--- config.mk ---
export PLATFORM = sky130hd
export DESIGN_NAME = muldiv_seq
export DESIGN_NICKNAME = d
export VERILOG_FILES = /design/src/rtl/muldiv_seq.sv
export SDC_FILE = /design/constraint.sdc
export NUM_CORES = 1
export LEC_CHECK = 0
export BUFFER_PORTS_ARGS = -buffer_cell sky130_fd_sc_hd__buf_2
export CORE_AREA = 2 2 115 117
export DETAILED_ROUTE_END_ITERATION = 8
export DIE_AREA = 0 0 117 119
export GPL_ROUTABILITY_DRIVEN = 0
export PLACE_DENSITY = 0.89
export SLEW_MARGIN = 20
export SYNTH_ARGS = -nofsm -noshare
export SYNTH_HDL_FRONTEND = slang
export SYNTH_SLANG_ARGS = --single-unit
--- constraint.sdc ---
create_clock -name clk -period 8.5 [get_ports clk]
set_clock_uncertainty 0.15 [all_clocks]
set_input_delay 0.425 -clock clk [delete_from_list [all_inputs] [get_ports clk]]
set_output_delay 0.425 -clock clk [all_outputs]
set_load 0.02 [all_outputs]
--- src/rtl/muldiv_seq.sv ---
// muldiv_seq: MULT/MULTU sequencer for the shared 32x32 multiplier and HI/LO owner.
// Define MULDIV_SIGNED_EN to enable signed (MULT) sign-magnitude handling.
module muldiv_seq #(
  parameter int LAT = 1
) (
  input  logic        clk,
  input  logic        reset,
  input  logic        start,
  input  logic        op_signed,
  input  logic [31:0] rs_val,
  input  logic [31:0] rt_val,
  input  logic        mthi,
  input  logic        mtlo,
  input  logic [31:0] wdata,
  output logic        busy,
  output logic        done,
  output logic [31:0] hi,
  output logic [31:0] lo,
  output logic [31:0] mul_a,
  output logic [31:0] mul_b,
  input  logic [31:0] mul_hi,
  input  logic [31:0] mul_lo
);
  typedef enum logic [1:0] {IDLE, LOAD, WAIT, FIX} state_t;
  state_t      state_q, state_d;
  logic [3:0]  cnt_q, cnt_d;
  logic        neg_q, neg_d, done_q, done_d, sgn;
  logic [31:0] a_q, a_d, b_q, b_d, hi_q, hi_d, lo_q, lo_d;
  logic [63:0] prod;
`ifdef MULDIV_SIGNED_EN
  assign sgn  = op_signed;
  assign prod = neg_q ? -{mul_hi, mul_lo} : {mul_hi, mul_lo};
`else
  logic unused_sgn;
  assign unused_sgn = op_signed;
  assign sgn  = 1'b0;
  assign prod = {mul_hi, mul_lo};
`endif
  always_comb begin
    state_d = state_q;
    cnt_d   = cnt_q;
    neg_d   = neg_q;
    a_d     = a_q;
    b_d     = b_q;
    hi_d    = hi_q;
    lo_d    = lo_q;
    done_d  = 1'b0;
    case (state_q)
      IDLE: begin
        if (start) begin
          neg_d   = sgn & (rs_val[31] ^ rt_val[31]);
          // |0x80000000| wraps to itself, which is correct read as unsigned
          a_d     = (sgn & rs_val[31]) ? -rs_val : rs_val;
          b_d     = (sgn & rt_val[31]) ? -rt_val : rt_val;
          state_d = LOAD;
        end else begin
          hi_d = mthi ? wdata : hi_q;
          lo_d = mtlo ? wdata : lo_q;
        end
      end
      LOAD: begin
        cnt_d   = 4'(LAT - 1);
        state_d = WAIT;
      end
      WAIT: begin
        cnt_d   = (cnt_q == 4'd0) ? cnt_q : cnt_q - 4'd1;
        state_d = (cnt_q == 4'd0) ? FIX : WAIT;
      end
      default: begin
        {hi_d, lo_d} = prod;
        done_d       = 1'b1;
        state_d      = IDLE;
      end
    endcase
  end
  always_ff @(posedge clk or posedge reset) begin
    if (reset) begin
      state_q <= IDLE;
      cnt_q   <= '0;
      neg_q   <= 1'b0;
      a_q     <= '0;
      b_q     <= '0;
      hi_q    <= '0;
      lo_q    <= '0;
      done_q  <= 1'b0;
    end else begin
      state_q <= state_d;
      cnt_q   <= cnt_d;
      neg_q   <= neg_d;
      a_q     <= a_d;
      b_q     <= b_d;
      hi_q    <= hi_d;
      lo_q    <= lo_d;
      done_q  <= done_d;
    end
  end
  assign busy  = state_q != IDLE;
  assign done  = done_q;
  assign hi    = hi_q;
  assign lo    = lo_q;
  assign mul_a = a_q;
  assign mul_b = b_q;
endmodule

==> metrics.cfg, run 1 <==
[die]
dieArea_um2=13900
die_h_um=119
ios=296
rows=42
die_w_um=117
core_um2=12900
start_util_pct=45.9

[detailed_routing]
final_antenna_net_count=0
drcViolationCount=0
vias=4577
firstDrtPassIters=4
routedWlPerCell_um=15.3
vias_per_cell=4.72
drtIter0Drc=163
wl_um=14800

[global_route]
grtUsageTotal_pct=21.4
grt_max_degree=98
met2_usage_pct=39.8
antenna_found_initial=2
grt-busiest-layer=met2
grt_pass1_vias=4821
grt_overflow=0
grt_use_met1_pct=21.1
grt_pass1_wl_um=22600
use_met3_pct=7.94

[sta]
setup_viol=0
slew_violations=0
worst_slack_ps=5600
rsz0062_at_grt=false
fmax_ghz=0.345
relSlewSlack_pct=47.2
fin_crit_sh_pct=34.1
hold_viol=0
tightestPinTransition_ps=792
finalCriticalPeriod_ps=2900
tns_ps=0

[pwr]
powerDensity_nw_per_um2=459
power_switching_mw=1.49
seqPwrFrac_pct=30.4
leakage_nw=4.30
ir_worst_vdd_mv=0.270
power_frac_comb_pct=48.6
clkPwrFrac_pct=21.0
p_int_mw=2.28
power_switching_share_pct=39.4

[clock_tree]
clk_latency_ps=410
cts_tree=yes
post_cts.repair.setup_buffers=0
root_buffer=clkbuf_16
cts_buffer_depth=2
cts_buffers=17
clock_sinks=135
clkTransAtPathRegs_ps=60
htreeDepth=4

[critical_path]
critical_path_class=register to register
worst_r2r_path_depth=7
crit-reg2reg-launch=state_q[0]
worstReg2RegEnd=hi[14]
startpoint_type=register
crit_path_max_fanout=97
worst_setup_path_end_kind=register
arrival_ps=3050
cp.required_ps=8650
r2r_setup_slack_ps=5600

[synth]
synth_area_per_cell_um2=12.3
ys_types=24
ys_ff_latch=135
syn_nets=652
synth_cells=481
synth.cell_area_um2=5910
yosysSeqAreaShare_pct=57.2
yosysWarnings=0

[placed_design]
place_ws_ps=5390
dp_cells=932
portBuffers=294
dpl.hpwl_um=10900

[worst_hold_path]
hp-class=input port to register
hold_end=mul_b[18]
holdPathStages=2
hp-start=rt_val[18]

[job]
cap_viol_max_count=0

[cells_and_area]
multi_input_area_um2=2120
layout.nets=949
fill_cells=1004
layout-drive-gt1-share_pct=56.5
fin_cells=969
area_delta_synth_final_pct=38.8
seq_area_um2=3380

[status]
status=complete, no violations

-- critical path: stages, from the launching register on --
cell,delay (ps)
dfrtp_1,400
inv_1,110
ha_2,170
buf_4,590
inv_2,170
o21ai_4,600
buf_16,230
mux2_2,350
-- logic make-up after synthesis --
family,count (synthesis),share of synthesized area [%]
compound gates,73,6.78
flops,135,57.2
buf+inv,95,7.05
fa+ha+maj,5,1.06
mux,132,25.1
simple gates,41,2.84
-- synthesized netlist by cell type --
master,count,area [um2]
o21ai_0,67,335
mux2i_1,3,30.0
inv_1,72,270
buf_4,1,7.51
buf_2,9,45.0
o2bb2ai_1,1,8.76
mux2_1,20,225
nand3b_1,1,7.51
o21ai_4,2,32.5
nand2_1,35,131
dfrtp_1,135,3380
o22ai_1,1,6.26
nor3b_1,1,7.51
ha_1,5,62.6
a22o_1,1,8.76
a21oi_2,1,8.76
buf_6,6,67.6
nor3_1,1,5.00
nor2_1,1,3.75
nand2b_1,1,6.26
mux2_2,109,1230
clkbuf_1,6,22.5
inv_2,1,3.75
nor2b_1,1,6.26
-- final cells by class --
class | instances | area share, %
Antenna cell | 2 | 0.0610
Inverter | 73 | 3.40
Tap cell | 176 | 2.68
Timing Repair Buffer | 300 | 19.1
Multi-Input combinational cell | 251 | 25.8
Clock buffer | 17 | 5.19
Sequential cell | 135 | 41.2
Clock inverter | 15 | 2.61
-- worst max path at each step --
| stage | startpoint | endpoint | slack, ps | cells after the start |
|---|---|---|---|---|
| floorplan | reset | cnt_q[0] | 4310 | 1 |
| global placement | state_q[0] | hi[13] | 5470 | 6 |
| detailed placement | state_q[0] | hi[21] | 5390 | 6 |
| CTS | state_q[0] | hi[21] | 5390 | 6 |
| global route | state_q[0] | hi[14] | 5380 | 7 |
| finish | state_q[0] | hi[14] | 5600 | 7 |
-- routing by layer --
| metal | vias to the layer above | part of all wire (%) | wire length [um] |
|---|---|---|---|
| met5 | - | 0 | 0 |
| met4 | 0 | 2.2 | 331 |
| met3 | 27 | 8.3 | 1230 |
| met2 | 198 | 52 | 7760 |
| met1 | 2154 | 37 | 5470 |
| li1 | 2198 | - | - |
-- sequential cells by signal, summed over array words and instances, names as in the netlist --
name     count
cnt_q        4
done         1
hi          32
lo          32
mul_a       32
mul_b       32
state_q      2
-- through the flow --
step,power (mW),instance area (um2),hold WS [ps],utilization (%)
after global placement,2.87,7490,319,58.2
after detailed placement,2.95,7490,325,58.2
final,3.77,8200,90.6,63.7
after CTS,3.76,8140,70.0,63.2
after global routing,4.00,8200,76.4,63.7
after floorplan,2.43,5910,320,-
-- cells in the final DEF, fill, tap and decap left out, drive strengths merged, types with 2 or more instances in the layout --
cell / count
diode: 2
bufinv: 4
ha: 5
buf: 299
mux2i: 3
dfrtp: 135
inv: 80
nand2: 35
mux2: 129
clkinv: 3
o21ai: 69
clkbuf: 17
-- power groups by stage --
| stage | combinational [mW] | clock, mW | sequential [mW] |
|---|---|---|---|
| 2_1_floorplan | 0.900 | 0 | 1.53 |
| 3_3_place_gp | 1.74 | 0 | 1.12 |
| 4_1_cts | 1.80 | 0.807 | 1.15 |
| 6_report | 1.83 | 0.790 | 1.14 |
| 5_1_grt | 1.98 | 0.833 | 1.18 |
| 3_5_place_dp | 1.80 | 0 | 1.15 |
-- repair_timing --
action,in CTS,in global routing
endpoints found under the setup margin,0,0
gates resized for setup,0,0
hold endpoints to repair,55,0
hold buffers,1,0
Power figures use the tool's default switching activity.
==> run 2: changes to the inputs <==
--- a/config.mk
+++ b/config.mk
@@ -6,11 +6,11 @@
 export NUM_CORES = 1
 export LEC_CHECK = 0
 export BUFFER_PORTS_ARGS = -buffer_cell sky130_fd_sc_hd__buf_2
-export CORE_AREA = 2 2 115 117
+export CORE_MARGIN = 2
+export CORE_UTILIZATION = 42
 export DETAILED_ROUTE_END_ITERATION = 8
-export DIE_AREA = 0 0 117 119
 export GPL_ROUTABILITY_DRIVEN = 0
-export PLACE_DENSITY = 0.89
+export PLACE_DENSITY = 0.85
 export SLEW_MARGIN = 20
 export SYNTH_ARGS = -nofsm -noshare
 export SYNTH_HDL_FRONTEND = slang
==> constraint.sdc (replaced) <==
create_clock -name clk -period 2.37 [get_ports clk]
set_clock_uncertainty 0.15 [all_clocks]
set_input_delay 0.1185 -clock clk [delete_from_list [all_inputs] [get_ports clk]]
set_output_delay 0.1185 -clock clk [all_outputs]
set_load 0.02 [all_outputs]
==> run 2 against run 1 <==
Compared with the run above:
- cell area increased by 20%
- clock-buffer cell count increased by 2
- critical path depth is 1 lower
- global-route usage increased by 3.9 points
- worst hold slack got worse by 52 ps
- critical path type unchanged
- critical endpoint is now lo[17]
- largest cell class unchanged
==> metrics.cfg, run 2 (synthesis results as in run 1) <==
[status]
status=complete, no violations

[global_route]
grtUsageTotal_pct=25.4
grt_pass1_vias=5898
antenna_found_initial=1
grt_max_degree=97
grt_pass1_wl_um=28900
grt_overflow=0

[critical_path]
worst_r2r_path_depth=6
cp.required_ps=2500
r2r_setup_slack_ps=160
worstReg2RegEnd=lo[17]
worst_setup_path_end_kind=register
arrival_ps=2350
startpoint_type=register
crit_path_max_fanout=18
setup.worst_path.start=state_q[0]
crit-reg2reg-launch=state_q[0]
critical_path_class=register to register

[die]
dieArea_um2=15000
die_h_um=123
core_um2=13800
rows=43
die_w_um=123
ios=296
start_util_pct=42.7

[detailed_routing]
firstDrtPassIters=5
final_antenna_net_count=0
vias=5534
routedWlPerCell_um=17.3
drcViolationCount=0
vias_per_cell=4.90
drtIter0Drc=274
wl_um=19500

[clock_tree]
cts_buffer_depth=2
post_cts.repair.setup_buffers=0
clk_latency_ps=410
htreeDepth=4
cts_buffers=17
clock_sinks=135
cts_tree=yes
clkTransAtPathRegs_ps=60
root_buffer=clkbuf_16

[worst_hold_path]
holdPathStages=4
hold_end=lo[30]
hp-start=mul_lo[30]
hp-class=input port to register

[sta]
slew_violations=0
tightestPinTransition_ps=650
rsz0062_at_grt=false
fin_crit_sh_pct=93.4
worst_slack_ps=157
relSlewSlack_pct=56.5
finalCriticalPeriod_ps=2210
fmax_ghz=0.452
setup_viol=0
hold_viol=0

[placed_design]
dpl.hpwl_um=10700
place_area_um2=7560
place_ws_ps=-31.9
portBuffers=294

[pwr]
leakage_nw=4.97
ir_worst_vdd_mv=0.931
powerDensity_nw_per_um2=1430
total_power_mw=14.0

[cells_and_area]
layout-drive-gt1-share_pct=47.3
area_delta_synth_final_pct=66.3
layout.nets=1107
final_common_cell=buf_2
design_area_um2=9820
layout_common_cells=buf_2, dlygate4sd3_1, dfrtp_1

[job]
cap_viol_max_count=0

## run 2: layout make-up
| cell class | count | area [um2] |
|---|---|---|
| diodes | 1 | 2.50 |
| clock buffers | 19 | 453 |
| clock inverters | 12 | 175 |
| fillers | 850 | 4000 |
| inverters | 73 | 278 |
| multi-input cells | 251 | 2120 |
| flip-flops and latches | 135 | 3380 |
| well taps | 180 | 225 |
| repair buffers | 458 | 3190 |
## run 2: stage by stage
stage / hold slack, ps / cells / setup TNS, ps / util, %
2_1_floorplan: 119 / 481 / 0 / -
3_3_place_gp: 90.5 / 938 / 0 / 54.7
3_5_place_dp: 110 / 938 / -521 / 54.7
4_1_cts: 5.10 / 1126 / -47.7 / 70.6
5_1_grt: 46.4 / 1129 / 0 / 71.0
6_report: 38.5 / 1129 / 0 / 71.0
## run 2: worst max-delay path by stage
| stage | to | slack [ps] | cells past startpoint |
|---|---|---|---|
| floorplan | cnt_q[0] | 420 | 1 |
| global placement | hi[17] | 40 | 5 |
| detailed placement | hi[24] | -30 | 5 |
| CTS | hi[24] | -10 | 5 |
| global route | lo[17] | 6 | 6 |
| finish | lo[17] | 160 | 6 |
## run 2: power by group
group	switching [mW]	internal (mW)	leakage, nW
Clock	0.989	1.81	0.301
Combinational	3.93	3.10	3.05
Sequential	0.655	3.53	1.61
Total	5.57	8.44	4.97
## run 2: per-layer routing
metal  track usage [%]  share of wire [%]
met1              26.7                 37
met3              7.81                8.4
met2              44.8                 50
met5                 0                  0
met4              14.7                4.2
## run 2: worst max-delay path, cell delays in order (launching register included)
cell	delay, ps
dfrtp_1	380
inv_1	90
ha_1	390
a21oi_2	260
o21ai_4	250
buf_16	230
mux2_1	330
## run 2: what timing repair did
action	CTS	global route
endpoints found under the hold margin	264	0
hold buffers	157	0
setup endpoints to repair	47	14
pin swaps	2	0
cloned	0	0
gates resized for setup	1	1
